<file path="src/rtl/cpu_pkg.sv">
// Shared CPU definitions: micro-op codes, branch conditions, instruction field
// offsets, the fetch/decode FSM states and the Execute control bundle.
package cpu_pkg;

   localparam logic [4:0] UOP_NOP = 5'd0;
   localparam logic [4:0] UOP_ADD = 5'd1;
   localparam logic [4:0] UOP_AND = 5'd3;
   localparam logic [4:0] UOP_EOR = 5'd4;
   localparam logic [4:0] UOP_CMP = 5'd5;
   localparam logic [4:0] UOP_LSL = 5'd6;
   localparam logic [4:0] UOP_MOV = 5'd8;
   localparam logic [4:0] UOP_STR = 5'd9;
   localparam logic [4:0] UOP_LDR = 5'd10;
   localparam logic [4:0] UOP_HLT = 5'd31;

   localparam logic [3:0] COND_NONE = 4'b1111;
   localparam logic [3:0] COND_AL   = 4'b1110;

   localparam int UOP_LSB    = 27;
   localparam int COND_LSB   = 23;
   localparam int IMM_BIT    = 22;
   localparam int SEL_IN_LSB = 18;
   localparam int SEL_P0_LSB = 14;
   localparam int SEL_P1_LSB = 10;
   localparam int IMM_W      = 10;

   typedef enum logic [1:0] {
      ST_BOOT,
      ST_RUN,
      ST_FLUSH,
      ST_HALT
   } fd_state_t;

   typedef struct packed {
      logic        num_to_rhs;
      logic [31:0] num;
      logic [3:0]  sel_p0;
      logic [3:0]  sel_p1;
      logic [3:0]  sel_in;
      logic [4:0]  uop;
      logic [3:0]  branch_cond;
   } ctrl_t;

   localparam ctrl_t CTRL_NOP = '{
      num_to_rhs:  1'b0,
      num:         32'd0,
      sel_p0:      4'd0,
      sel_p1:      4'd0,
      sel_in:      4'd0,
      uop:         UOP_NOP,
      branch_cond: COND_NONE
   };

endpackage

</file>
<file path="src/rtl/instr_decoder.sv">
// Purely combinational instruction decoder: one 32-bit instruction word in,
// Execute control bundle out.
module instr_decoder
   import cpu_pkg::*;
(
   input  logic [31:0] word,
   output ctrl_t       ctrl
);

   logic [31:0] num_ext;

   assign num_ext[IMM_W-1:0] = word[IMM_W-1:0];

   for (genvar gi = IMM_W; gi < 32; gi++) begin : g_sext
      assign num_ext[gi] = word[IMM_W-1];
   end

   always_comb begin
      ctrl             = CTRL_NOP;
      ctrl.uop         = word[UOP_LSB +: 5];
      ctrl.branch_cond = word[COND_LSB +: 4];
      ctrl.num_to_rhs  = word[IMM_BIT];
      ctrl.sel_in      = word[SEL_IN_LSB +: 4];
      ctrl.sel_p0      = word[SEL_P0_LSB +: 4];
      ctrl.sel_p1      = word[SEL_P1_LSB +: 4];
      ctrl.num         = num_ext;
   end

endmodule

</file>
<file path="src/rtl/fetch_decode.sv">
// Fetch/decode front end: PC, branch redirect, stall capture and registered
// control bundle for Execute. Define FETCH_DECODE_HALT_EN to stop fetch on HLT.
module fetch_decode
   import cpu_pkg::*;
#(
   parameter int                ADDR_W   = 16,
   parameter logic [ADDR_W-1:0] RESET_PC = '0
) (
   input  logic              clk,
   input  logic              rst,
   output logic [ADDR_W-1:0] imem_addr,
   input  logic [31:0]       imem_data,
   input  logic              stall,
   input  logic              global_disable,
   input  logic [31:0]       delta_instruction,
   output logic              num_to_rhs,
   output logic [31:0]       num,
   output logic [3:0]        sel_p0,
   output logic [3:0]        sel_p1,
   output logic [3:0]        sel_in,
   output logic [4:0]        uop,
   output logic [3:0]        branch_cond
`ifdef FETCH_DECODE_HALT_EN
   ,
   output logic              halted
`endif
);

   localparam logic [ADDR_W-1:0] PC_ONE = ADDR_W'(1);

   logic [ADDR_W-1:0] pc_reg, pc_next;
   logic [ADDR_W-1:0] br_pc_reg, br_pc_next;
   fd_state_t         state_reg, state_next;
   ctrl_t             out_reg, out_next;
   logic [31:0]       held_word_reg, held_word_next;
   logic              held_valid_reg, held_valid_next;

   logic [31:0] cur_word;
   ctrl_t       dec_ctrl;

   if (ADDR_W < 32) begin : g_delta_hi
      logic unused_delta_hi;
      assign unused_delta_hi = ^delta_instruction[31:ADDR_W];
   end

   // A word latched during a stall takes precedence over the live imem output.
   assign cur_word = held_valid_reg ? held_word_reg : imem_data;

   instr_decoder u_decoder (
      .word (cur_word),
      .ctrl (dec_ctrl)
   );

   always_comb begin
      pc_next         = pc_reg;
      br_pc_next      = br_pc_reg;
      state_next      = state_reg;
      out_next        = out_reg;
      held_word_next  = held_word_reg;
      held_valid_next = held_valid_reg;

      if (global_disable && state_reg != ST_HALT) begin
         pc_next         = br_pc_reg + delta_instruction[ADDR_W-1:0];
         out_next        = CTRL_NOP;
         state_next      = ST_FLUSH;
         held_valid_next = 1'b0;
      end else if (stall) begin
         if (!held_valid_reg) begin
            held_word_next  = imem_data;
            held_valid_next = 1'b1;
         end
      end else begin
         held_valid_next = 1'b0;
         case (state_reg)
            ST_BOOT, ST_FLUSH: begin
               out_next   = CTRL_NOP;
               pc_next    = pc_reg + PC_ONE;
               state_next = ST_RUN;
            end
            ST_RUN: begin
`ifdef FETCH_DECODE_HALT_EN
               if (dec_ctrl.uop == UOP_HLT) begin
                  out_next   = CTRL_NOP;
                  state_next = ST_HALT;
               end else
`endif
               begin
                  out_next = dec_ctrl;
                  pc_next  = pc_reg + PC_ONE;
                  // The word being decoded was fetched from the address just before pc.
                  if (dec_ctrl.branch_cond != COND_NONE) begin
                     br_pc_next = pc_reg - PC_ONE;
                  end
               end
            end
            default: begin
               out_next = CTRL_NOP;
            end
         endcase
      end
   end

   always_ff @(posedge clk) begin
      if (rst) begin
         pc_reg         <= RESET_PC;
         br_pc_reg      <= RESET_PC;
         state_reg      <= ST_BOOT;
         out_reg        <= CTRL_NOP;
         held_word_reg  <= '0;
         held_valid_reg <= 1'b0;
      end else begin
         pc_reg         <= pc_next;
         br_pc_reg      <= br_pc_next;
         state_reg      <= state_next;
         out_reg        <= out_next;
         held_word_reg  <= held_word_next;
         held_valid_reg <= held_valid_next;
      end
   end

   assign imem_addr   = pc_reg;
   assign num_to_rhs  = out_reg.num_to_rhs;
   assign num         = out_reg.num;
   assign sel_p0      = out_reg.sel_p0;
   assign sel_p1      = out_reg.sel_p1;
   assign sel_in      = out_reg.sel_in;
   assign uop         = out_reg.uop;
   assign branch_cond = out_reg.branch_cond;

`ifdef FETCH_DECODE_HALT_EN
   assign halted = (state_reg == ST_HALT);
`endif

endmodule

</file>
<file path="config.mk">
export PLATFORM = sky130hd
export DESIGN_NAME = fetch_decode
export DESIGN_NICKNAME = d
export VERILOG_FILES = /design/src/rtl/cpu_pkg.sv /design/src/rtl/instr_decoder.sv /design/src/rtl/fetch_decode.sv
export SDC_FILE = /design/constraint.sdc
export NUM_CORES = 1
export LEC_CHECK = 0
export CORE_MARGIN = 2
export CORE_UTILIZATION = 53
export DETAILED_ROUTE_END_ITERATION = 16
export HOLD_SLACK_MARGIN = 0.08
export PLACE_DENSITY = 0.84
export SYNTH_ARGS = -nofsm -noshare
export SYNTH_HDL_FRONTEND = slang
export SYNTH_SLANG_ARGS = --single-unit
</file>
<file path="constraint.sdc">
create_clock -name clk -period 4.8 [get_ports clk]
set_input_delay 1.2 -clock clk [delete_from_list [all_inputs] [get_ports clk]]
set_output_delay 1.2 -clock clk [all_outputs]
set_load 0.02 [all_outputs]
</file>
Yosys cells after proc, flatten, opt, wreduce, memory -nomap -nowiden
Index checks and enable logic that the tools add are counted.

storage, ports and cells
  register bits after elaboration = 121
  bits of input ports = 68
  output and inout bits = 70
  word-level logic and storage cells = 44

operators by class
  add/sub/neg operators = 3
  eq/ne operators = 5
  muxes and demuxes = 9
  bitwise gates (word level) = 2
  reduce and logical (&&, ||, !) cells = 12

operator list
  cell                   count
  $mux 54                1
  $mux 16                3
  $mux 32                1
  $add 16x1->16 const B  1
  $add 16x16->16         1
  $sub 16x1->16 const B  1
  $reduce_and 2->1       4
  $mux 2                 3
  $ne 4x4->1 const B     1
  $reduce_and 4->1       1
  $reduce_bool 2->1      2
  $reduce_or 2->1        2
  $reduce_or 3->1        1
  $eq 2x1->1 const B     1
  $eq 2x2->1 const B     1
  $logic_not 2->1        1
  $ne 2x1->1 const B     1
  $ne 2x2->1 const B     1
  $not 1->1              2
  $logic_and 1x1->1      1
  $mux 1                 1

Depth between registers and ports, before layout
Gate-level depths: netlist (run 1).

  depth in word-level cells = 5
  gate-level depth with buffers = 9
  gate-level depth less buffers = 8

Cells and area by module
Synthesis (run 1) repeated with hierarchy kept, for this count alone.

second synthesis, totals
  cell total of the unflattened synthesis = 692
  area total of the unflattened synthesis = 6117.1 sq um

by module, submodules not included
  module         instances  cells an instance  area each (sq um)  seq. area each (sq um)
  fetch_decode   1          638                5711.7             2422.3
  instr_decoder  1          54                 405.4              0.0

Worst setup path before layout (run 1)
No wires, ideal clock.

  kind = input port to flip-flop
  from = input port delta_instruction[0]
  to = register pc_reg[14], in the netlist imem_addr[14]
  setup time = 0.120 ns
  arrival time = 2.901 ns
  required time = 4.680 ns
  slack = 1.779 ns
  stages on the path = 8
  path buffers = 0
  path through = ha_1 -> fa_1 -> a21o_1 -> nand4_1 -> a21oi_1 -> o21ai_0 -> o31ai_1 -> a211o_1

between the ends
  cells in the longest elaborated chain, start to end = 2

RTL lines
  what                  line                 source
  from (decl)           fetch_decode.sv:15   input logic [31:0] delta_instruction,
  $add 16x16->16        fetch_decode.sv:63   pc_next = br_pc_reg + delta_instruction[ADDR_W-1:0];
  $mux 16               fetch_decode.sv:62   if (global_disable && state_reg != ST_HALT) begin
  to (signal assigned)  fetch_decode.sv:112  pc_reg <= pc_next;
  to (decl)             fetch_decode.sv:31   logic [ADDR_W-1:0] pc_reg, pc_next;

Every way passes these cells.
A chain may end at the register's enable or synchronous reset.

Worst setup path after layout (run 1)
Ends and elaborated chain as after synthesis.

==> results.py, run 1 <==
metrics = {
    "logic_synthesis": {
        "synth_commonest_cells": "nand2_1 (113), dfxtp_1 (99), a21oi_1 (76)",
        "async_reset_ff_frac": 0,
        "synth_most_common_cell": "nand2_1",
        "syn_area_per_cell_um2": 7.95,
        "synth_adder_area_share": 0.0448,
        "synth_top_area_share": 0.382,
        "ys_seq_area_frac": 0.382,
        "synth_edf_count": 0,
        "synth_mux_area_frac": 0.0701,
        "synth_top_family_by_area": "compound AO/OA/AOI/OAI gates",
        "synth_compound_area_frac": 0.202,
        "syn_area_um2": 5190,
        "yosys.area_share.simple": 0.192,
        "synth_seq_cells": 99,
        "synthTopCellsByArea": "dfxtp_1 (38%), nand2_1 (8.2%), a21oi_1 (7.3%)",
        "syn_inst": 653,
        "syn_nets": 739,
        "yosysWarnings": 0,
        "synthXorXnorAreaFrac": 0.0320,
        "synth_top_area_cell": "dfxtp_1",
        "synth.distinct_cells": 55,
        "synthFlopType": "dfxtp_1",
    },
    "critical_path": {
        "arrival_ns": 3.74,
        "critPathTopFamily": "compound AO/OA/AOI/OAI gates",
        "cp_max_fo": 4,
        "worstPathCellList": "clkdlybuf4s50_1 > ha_1 > fa_1 > a21o_1 > nand4_1 > a21oi_1 > o21ai_0 > o31ai_1 > a211o_1",
        "crit_path_start_kind": "input pin",
        "reg2regPathDepth": 8,
        "endpoint_kind": "register",
        "critPathSlowestCell": "o21ai_0",
        "cp_data_required_time_ns": 5.09,
        "cp.depth": 9,
        "critPathMaxStageDelay_ns": 0.61,
        "worstSetupPathType": "in -> reg",
        "cp_num_buf_inv": 1,
    },
    "layout": {
        "syn_to_final_growth_pct": 24.9,
        "nets": 814,
        "antenna_cells": 0,
        "drive_gt1_frac": 0.0491,
        "largest_reg_flops": 32,
        "n_fill_cell": 806,
    },
    "die": {
        "rows": 36,
        "start_util": 0.539,
        "die_area_um2": 10600,
        "die_w_um": 103,
        "die_h_um": 103,
        "core_um2": 9640,
        "io_pins": 138,
    },
    "power_and_ir_drop": {
        "p_leak_nw": 2.43,
        "power.density_nw_per_um2": 269,
        "vdd_drop_max_v": 0.000144,
        "power_mw": 1.75,
    },
    "route": {
        "viasPerCell": 5.76,
        "wl_per_cell_um": 15.4,
        "drtIter0Drc": 271,
        "num_vias": 4984,
        "drc": 0,
        "ant_nets": 0,
        "drt_pass1_iterations": 5,
        "drt-total-wl_um": 13400,
    },
    "global_route": {
        "first_global_vias": 4656,
        "antenna_found_initial": 0,
        "grtUsageTotal": 0.252,
        "grt_max_degree": 69,
        "grt_pass1_wl_um": 21300,
        "grt_overflow_total": 0,
    },
    "cts": {
        "cts-buffers-inserted": 9,
        "ctsResizeCount": 0,
        "ctsRootBufferMaster": "clkbuf_8",
        "cts.clk_slew.worst_paths_ns": 0.11,
        "cts_sinks": 99,
        "clockBufferDepth": 2,
        "htree_levels": 3,
        "cts-hold-fix-buffers": 0,
        "clk_latency_ns": 0.39,
        "cts_tree": "built",
        "post_cts_buffers": 0,
    },
    "sta": {
        "slew_viol_final": 0,
        "grt_setup_unrepaired": "false",
        "fin_crit_ns": 3.45,
        "fin_skew_ns": 0.0127,
        "relSlewSlack": 0.307,
        "setup_tns_ns": 0,
        "worst_pin_slew_ns": 1.04,
        "setup_violations": 0,
        "max_freq_mhz": 290,
        "finalHoldViolCount": 0,
        "min_period_over_period": 0.718,
    },
    "placement": {
        "dp_hpwl_um": 9330,
        "port_buffers": 121,
        "place_congestion": 0.898,
    },
    "worst_hold_path": {
        "min_path_type": "reg -> reg",
        "holdPathStages": 2,
    },
    "run_status": {
        "status": "finished, final reports clean",
    },
    "flow_run": {
        "maxCapViolCount": 0,
    },
}
final timing paths:
kind,end,slack [ns],startpoint
worst min register to register,held_word_reg[26]$_SDFFE_PP0P_,0.46,held_word_reg[26]$_SDFFE_PP0P_
worst min-delay path,held_word_reg[26]$_SDFFE_PP0P_,0.46,held_word_reg[26]$_SDFFE_PP0P_
worst max register to register,imem_addr[14]$_SDFFE_PP0P_,2.26,br_pc_reg[0]$_SDFFE_PP0P_
worst max-delay path,imem_addr[14]$_SDFFE_PP0P_,1.35,delta_instruction[0]
layout by cell type, fill, tap and decap left out, types with 2 or more instances in the layout:
cell type / netlist / layout
and2_1: 2 / 2
xnor2_1: 11 / 11
a31oi_1: 9 / 9
o211ai_1: 4 / 4
o22a_1: 3 / 3
nor3_1: 14 / 13
a21o_1: 7 / 7
clkinv_8: 0 / 2
nor4_1: 5 / 5
nand3_1: 9 / 9
dfxtp_1: 99 / 98
clkbuf_8: 0 / 9
clkdlybuf4s50_1: 0 / 120
inv_1: 14 / 14
a311oi_1: 3 / 3
or4_4: 3 / 3
a22oi_1: 3 / 3
o21ai_0: 52 / 52
nor4b_1: 3 / 3
nor3_2: 1 / 2
a21oi_1: 76 / 76
o21a_1: 2 / 2
mux2_2: 3 / 3
nand2_1: 113 / 113
ha_1: 17 / 17
xor2_1: 8 / 8
inv_6: 0 / 2
o31ai_1: 3 / 3
buf_4: 24 / 8
nor2_1: 51 / 51
or3_1: 3 / 3
a211oi_1: 5 / 5
mux2i_1: 33 / 33
o21bai_1: 2 / 2
inv_8: 0 / 2
nand4_1: 9 / 9
a211o_1: 2 / 2
metal layers:
metal / vias up / GRT usage / wire length (µm)
met2: 215 / 0.444 / 6460
met1: 2316 / 0.306 / 5680
met5: - / 0 / 0
li1: 2426 / - / -
met3: 27 / 0.0353 / 927
met4: 0 / 0.107 / 292
cell type report:
cell class	instances	area, µm²	area share
inverters	14	52.6	0.00810
well taps	133	166	0.0257
multi-input cells	475	2810	0.434
repair buffers	129	1270	0.195
clock buffers	9	124	0.0191
flip-flops and latches	99	1980	0.306
clock inverters	7	81.3	0.0125
worst register-to-register path: stages, from the launching register on:
cell and delay [ns]:
dfxtp_1 0.33, ha_1 0.22, fa_1 0.42, a21o_1 0.22
nand4_1 0.11, a21oi_1 0.10, o21ai_0 0.61, o31ai_1 0.15
a211o_1 0.27
through the flow:
| stage | setup WS, ns | std cells | instance area, µm² | util | hold WS (ns) |
|---|---|---|---|---|---|
| after detailed placement | 0.950 | 850 | 6280 | 0.652 | 0.441 |
| after CTS | 1.36 | 866 | 6490 | 0.673 | 0.461 |
| after floorplan | 1.78 | 653 | 5190 | - | 0.432 |
| after global placement | 1.03 | 850 | 6280 | 0.652 | 0.433 |
| final | 1.35 | 866 | 6490 | 0.673 | 0.462 |
| after global routing | 1.13 | 866 | 6490 | 0.673 | 0.480 |
logic make-up (layout without fill, tap and decap cells):
| family | Yosys count | count (layout) |
|---|---|---|
| simple gates | 221 | 221 |
| xor+xnor | 19 | 19 |
| buf+inv | 79 | 159 |
| compound gates | 181 | 181 |
| mux | 36 | 36 |
| fa+ha+maj | 18 | 18 |
| flops | 99 | 99 |
report_power, final:
part	internal [mW]	switching [mW]
Sequential	0.850	0.0452
Clock	0.209	0.346
Combinational	0.142	0.152
Total	1.20	0.544
Power figures use the tool's default switching activity.
==> run 2, diff against run 1 <==
--- a/config.mk
+++ b/config.mk
@@ -6,10 +6,10 @@
 export NUM_CORES = 1
 export LEC_CHECK = 0
 export CORE_MARGIN = 2
-export CORE_UTILIZATION = 53
+export CORE_UTILIZATION = 44
 export DETAILED_ROUTE_END_ITERATION = 16
 export HOLD_SLACK_MARGIN = 0.08
-export PLACE_DENSITY = 0.84
+export PLACE_DENSITY = 0.74
 export SYNTH_ARGS = -nofsm -noshare
 export SYNTH_HDL_FRONTEND = slang
 export SYNTH_SLANG_ARGS = --single-unit
==> constraint.sdc (replaced) <==
create_clock -name clk -period 3.01 [get_ports clk]
set_input_delay 0.7525 -clock clk [delete_from_list [all_inputs] [get_ports clk]]
set_output_delay 0.7525 -clock clk [all_outputs]
set_load 0.02 [all_outputs]
==> results.py, run 2 (synthesized netlist as in run 1, its figures left out) <==
metrics = {
    "layout": {
        "nets": 838,
        "antenna_cells": 0,
        "layout_commonest_cell": "clkdlybuf4s50_1",
        "syn_to_final_growth_pct": 30.9,
        "drive_gt1_frac": 0.0793,
        "final_core_util": 0.593,
        "final_cell_mix": "clkdlybuf4s50_1 (120), nand2_1 (113), dfxtp_1 (98)",
        "n_fill_cell": 1023,
        "largest_reg_flops": 32,
    },
    "route": {
        "wl_per_cell_um": 15.4,
        "drt_pass1_iterations": 5,
        "viasPerCell": 5.45,
        "drt-total-wl_um": 13900,
        "ant_nets": 0,
        "num_vias": 4905,
        "drtIter0Drc": 408,
        "drc": 0,
    },
    "cts": {
        "post_cts_buffers": 0,
        "clockBufferDepth": 2,
        "htree_levels": 3,
        "cts_sinks": 99,
        "cts.clk_slew.worst_paths_ns": 0.07,
        "clk_latency_ns": 0.34,
        "cts_tree": "built",
        "cts-buffers-inserted": 9,
        "cts-hold-fix-buffers": 0,
        "ctsRootBufferMaster": "clkbuf_16",
    },
    "global_route": {
        "first_global_vias": 4769,
        "gr-max-usage-layer": "met2",
        "grtUsageTotal": 0.222,
        "use_met2": 0.378,
        "use_met1": 0.284,
        "grtUsageMet3": 0.0362,
        "antenna_found_initial": 0,
        "grt_overflow_total": 0,
        "grt_pass1_wl_um": 23100,
        "grt_max_degree": 67,
    },
    "sta": {
        "min_period_over_period": 0.915,
        "relSlewSlack": 0.514,
        "worst_pin_slew_ns": 0.729,
        "setup_violations": 0,
        "fin_skew_ns": 0.00519,
        "max_freq_mhz": 363,
        "setup_slack_ns": 0.255,
        "grt_setup_unrepaired": "false",
        "fin_crit_ns": 2.75,
        "finalHoldViolCount": 0,
        "slew_viol_final": 0,
    },
    "power_and_ir_drop": {
        "vdd_drop_max_v": 0.000406,
        "p_leak_nw": 2.60,
        "power.density_nw_per_um2": 460,
    },
    "flow_run": {
        "maxCapViolCount": 0,
    },
    "placement": {
        "preCtsSetupSlack_ns": -0.276,
        "place_congestion": 0.821,
        "port_buffers": 121,
        "dp_hpwl_um": 9910,
    },
    "die": {
        "io_pins": 138,
        "start_util": 0.453,
        "rows": 39,
        "die_area_um2": 12700,
        "die_w_um": 113,
        "core_um2": 11500,
        "die_h_um": 113,
    },
    "critical_path": {
        "endpoint_kind": "register",
        "arrival_ns": 2.99,
        "cp_max_fo": 4,
        "crit_path_start_kind": "input pin",
        "cp_data_required_time_ns": 3.25,
        "worstSetupPathType": "in -> reg",
    },
    "worst_hold_path": {
        "min_path_type": "reg -> reg",
    },
    "run_status": {
        "status": "finished, final reports clean",
    },
}
run 2: cell count changes in the layout (fill, tap and decap cells not counted), sizes merged:
cell,change
buf,+24
inv,-2
clkbuf,+1
bufinv,+1
run 2: cell type report:
cell class	count	area [µm²]	share of cell area
inverters	14	52.6	0.00773
well taps	143	179	0.0263
repair buffers	153	1460	0.215
multi-input cells	475	2810	0.414
clock buffers	10	239	0.0351
clock inverters	6	72.6	0.0107
flip-flops and latches	99	1980	0.292
run 2: worst paths after layout:
kind                                                    start  slack, ns  cells past startpoint                             to
worst max-delay path                     delta_instruction[0]       0.26                      9     imem_addr[14]$_SDFFE_PP0P_
worst min-delay path            held_word_reg[1]$_SDFFE_PP0P_       0.46                      2  held_word_reg[1]$_SDFFE_PP0P_
worst max register to register      imem_addr[0]$_SDFFE_PP0P_       0.57                      8     br_pc_reg[12]$_SDFFE_PP0P_
worst min register to register  held_word_reg[1]$_SDFFE_PP0P_       0.46                      2  held_word_reg[1]$_SDFFE_PP0P_
run 2: stage by stage:
step           std cells  power (mW)  TNS, ns  instance area, µm²  hold WS, ns
2_1_floorplan        653        1.73        0                5190        0.432
3_3_place_gp         884        1.93   -0.523                6490        0.433
5_1_grt              900        3.27        0                6800        0.477
6_report             900        3.13        0                6800        0.457
3_5_place_dp         884        1.95   -0.595                6490        0.447
4_1_cts              900        3.16        0                6800        0.459
run 2: layer usage:
| layer | part of all wire | wire [µm] |
|---|---|---|
| met4 | 0.016 | 218 |
| met3 | 0.059 | 825 |
| met5 | 0 | 0 |
| met1 | 0.44 | 6100 |
| met2 | 0.49 | 6740 |
run 2: timing repair:
action	in CTS	in global routing
hold endpoints to repair	0	0
resized for setup	0	1
endpoints found under the setup margin	0	2
run 2: where the power goes:
part           switching [mW]  total, mW  leakage (nW)  internal (mW)
Combinational           0.257      0.501          1.64          0.244
Clock                   0.528       1.21         0.155          0.678
Sequential             0.0646       1.42         0.806           1.36
Total                   0.849       3.13          2.60           2.28
run 2: worst max-delay path, stage by stage:
cell	delay, ns
clkdlybuf4s50_1	0.41
ha_1	0.23
fa_1	0.40
a21o_1	0.22
nand4_1	0.11
a21oi_1	0.10
o21ai_1	0.37
o31ai_1	0.14
a211o_1	0.26
==> run 3, diff against run 2 <==
--- a/config.mk
+++ b/config.mk
@@ -5,9 +5,11 @@
 export SDC_FILE = /design/constraint.sdc
 export NUM_CORES = 1
 export LEC_CHECK = 0
+export CAP_MARGIN = 40
 export CORE_MARGIN = 2
 export CORE_UTILIZATION = 44
 export DETAILED_ROUTE_END_ITERATION = 16
+export GPL_TIMING_DRIVEN = 0
 export HOLD_SLACK_MARGIN = 0.08
 export PLACE_DENSITY = 0.74
 export SYNTH_ARGS = -nofsm -noshare
==> results.py, run 3 (synthesized netlist as in run 1, its figures left out) <==
metrics = {
    "power_and_ir_drop": {
        "p_leak_nw": 2.63,
        "power.density_nw_per_um2": 448,
        "power_mw": 3.09,
        "vdd_drop_max_v": 0.000347,
        "seqPwrFrac": 0.452,
        "comb_power_share": 0.172,
        "p_int_mw": 2.20,
        "p_sw_uw": 896,
        "clock_power_share": 0.376,
        "switching_share": 0.290,
    },
    "route": {
        "ant_nets": 0,
        "drtIter0Drc": 344,
        "num_vias": 5157,
        "drt_pass1_iterations": 6,
        "wl_per_cell_um": 16.1,
        "drt-total-wl_um": 15000,
        "viasPerCell": 5.53,
        "drc": 0,
    },
    "critical_path": {
        "cp_max_fo": 4,
        "reg2regPathDepth": 8,
        "arrival_ns": 3.13,
        "r2r-start": "br_pc_reg[0]$_SDFFE_PP0P_",
        "worstSetupPathType": "in -> reg",
        "crit_start": "delta_instruction[0]",
        "crit_path_start_kind": "input pin",
        "cp_data_required_time_ns": 3.23,
        "endpoint_kind": "register",
    },
    "layout": {
        "final_core_util": 0.601,
        "nets": 871,
        "layout_commonest_cell": "clkdlybuf4s50_1",
        "final_cell_mix": "clkdlybuf4s50_1 (121), nand2_1 (113), dfxtp_1 (99)",
        "largest_reg_flops": 32,
        "drive_gt1_frac": 0.0709,
        "stdcell_count": 933,
        "antenna_cells": 0,
        "syn_to_final_growth_pct": 32.7,
        "post-route-cell-area_um2": 6890,
    },
    "sta": {
        "worst_pin_slew_ns": 0.755,
        "relSlewSlack": 0.497,
        "min_period_over_period": 0.967,
        "setup_violations": 0,
        "max_freq_mhz": 344,
        "finalHoldViolCount": 0,
        "setup_tns_ns": 0,
        "slew_viol_final": 0,
        "grt_setup_unrepaired": "false",
        "fin_crit_ns": 2.91,
        "fin_skew_ns": 0.00790,
    },
    "global_route": {
        "first_global_vias": 5032,
        "antenna_found_initial": 0,
        "grt_max_degree": 25,
        "grtUsageTotal": 0.236,
        "grt_overflow_total": 0,
        "grt_pass1_wl_um": 24400,
    },
    "cts": {
        "cts-hold-fix-buffers": 0,
        "ctsRootBufferMaster": "clkbuf_16",
        "cts.clk_slew.worst_paths_ns": 0.07,
        "cts_sinks": 99,
        "cts_tree": "built",
        "post_cts_buffers": 0,
        "cts-buffers-inserted": 9,
        "clk_latency_ns": 0.35,
        "ctsResizeCount": 1,
        "htree_levels": 3,
        "clockBufferDepth": 2,
    },
    "run_status": {
        "status": "finished, final reports clean",
    },
    "placement": {
        "dp_hpwl_um": 11100,
        "place_congestion": 0.869,
        "placedInstanceArea_um2": 6580,
        "port_buffers": 121,
        "dp.cells": 917,
    },
    "die": {
        "die_h_um": 113,
        "start_util": 0.453,
        "io_pins": 138,
        "die_area_um2": 12700,
        "core_um2": 11500,
        "rows": 39,
        "die_w_um": 113,
    },
    "worst_hold_path": {
        "min_from": "sel_p0[2]$_SDFFE_PP0N_",
        "holdPathStages": 2,
        "min_path_type": "reg -> reg",
    },
    "flow_run": {
        "maxCapViolCount": 0,
    },
}
==> run 3: layout make-up <==
cell class / instances / area (µm²)
repair buffers: 121 / 1210
well taps: 143 / 179
clock inverters: 6 / 61.3
inverters: 14 / 52.6
multi-input cells: 475 / 2820
fillers: 1044 / 4570
flip-flops and latches: 99 / 1980
plain buffers: 65 / 353
clock buffers: 10 / 239
==> run 3: power groups by stage <==
stage | combinational, mW | clock, mW | sequential (mW)
after floorplan | 0.294 | 0 | 1.44
after global placement | 0.512 | 0 | 1.42
after detailed placement | 0.521 | 0 | 1.43
after CTS | 0.526 | 1.16 | 1.40
after global routing | 0.580 | 1.22 | 1.40
final | 0.532 | 1.16 | 1.40
==> run 3: worst paths after layout <==
path,end,slack (ns)
max,imem_addr[12]$_SDFFE_PP0P_,0.1
min,sel_p0[2]$_SDFFE_PP0N_,0.45
max reg2reg,imem_addr[12]$_SDFFE_PP0P_,0.60
min reg2reg,sel_p0[2]$_SDFFE_PP0N_,0.45
==> run 3: routing by layer <==
metal / share of wire / vias up / global-route usage
met1: 0.43 / 2389 / 0.293
met4: 0.018 / 0 / 0.0715
met2: 0.49 / 197 / 0.418
met5: 0 / - / 0
li1: - / 2544 / -
met3: 0.065 / 27 / 0.0416
==> run 3: per-stage QoR <==
stage,hold WS (ns),setup WS (ns)
after floorplan,0.432,0.437
after global routing,0.473,0.0259
after detailed placement,0.442,-0.406
after CTS,0.456,0.0224
final,0.454,0.0992
after global placement,0.434,-0.391
==> run 3: worst max-delay path, cell delays in order <==
cell and delay [ns]:
clkdlybuf4s50_1 0.40, ha_1 0.25, fa_1 0.41, a21o_1 0.21, nand4_1 0.12, a21oi_1 0.11
o21ai_1 0.37, mux2i_1 0.14, a311oi_1 0.36
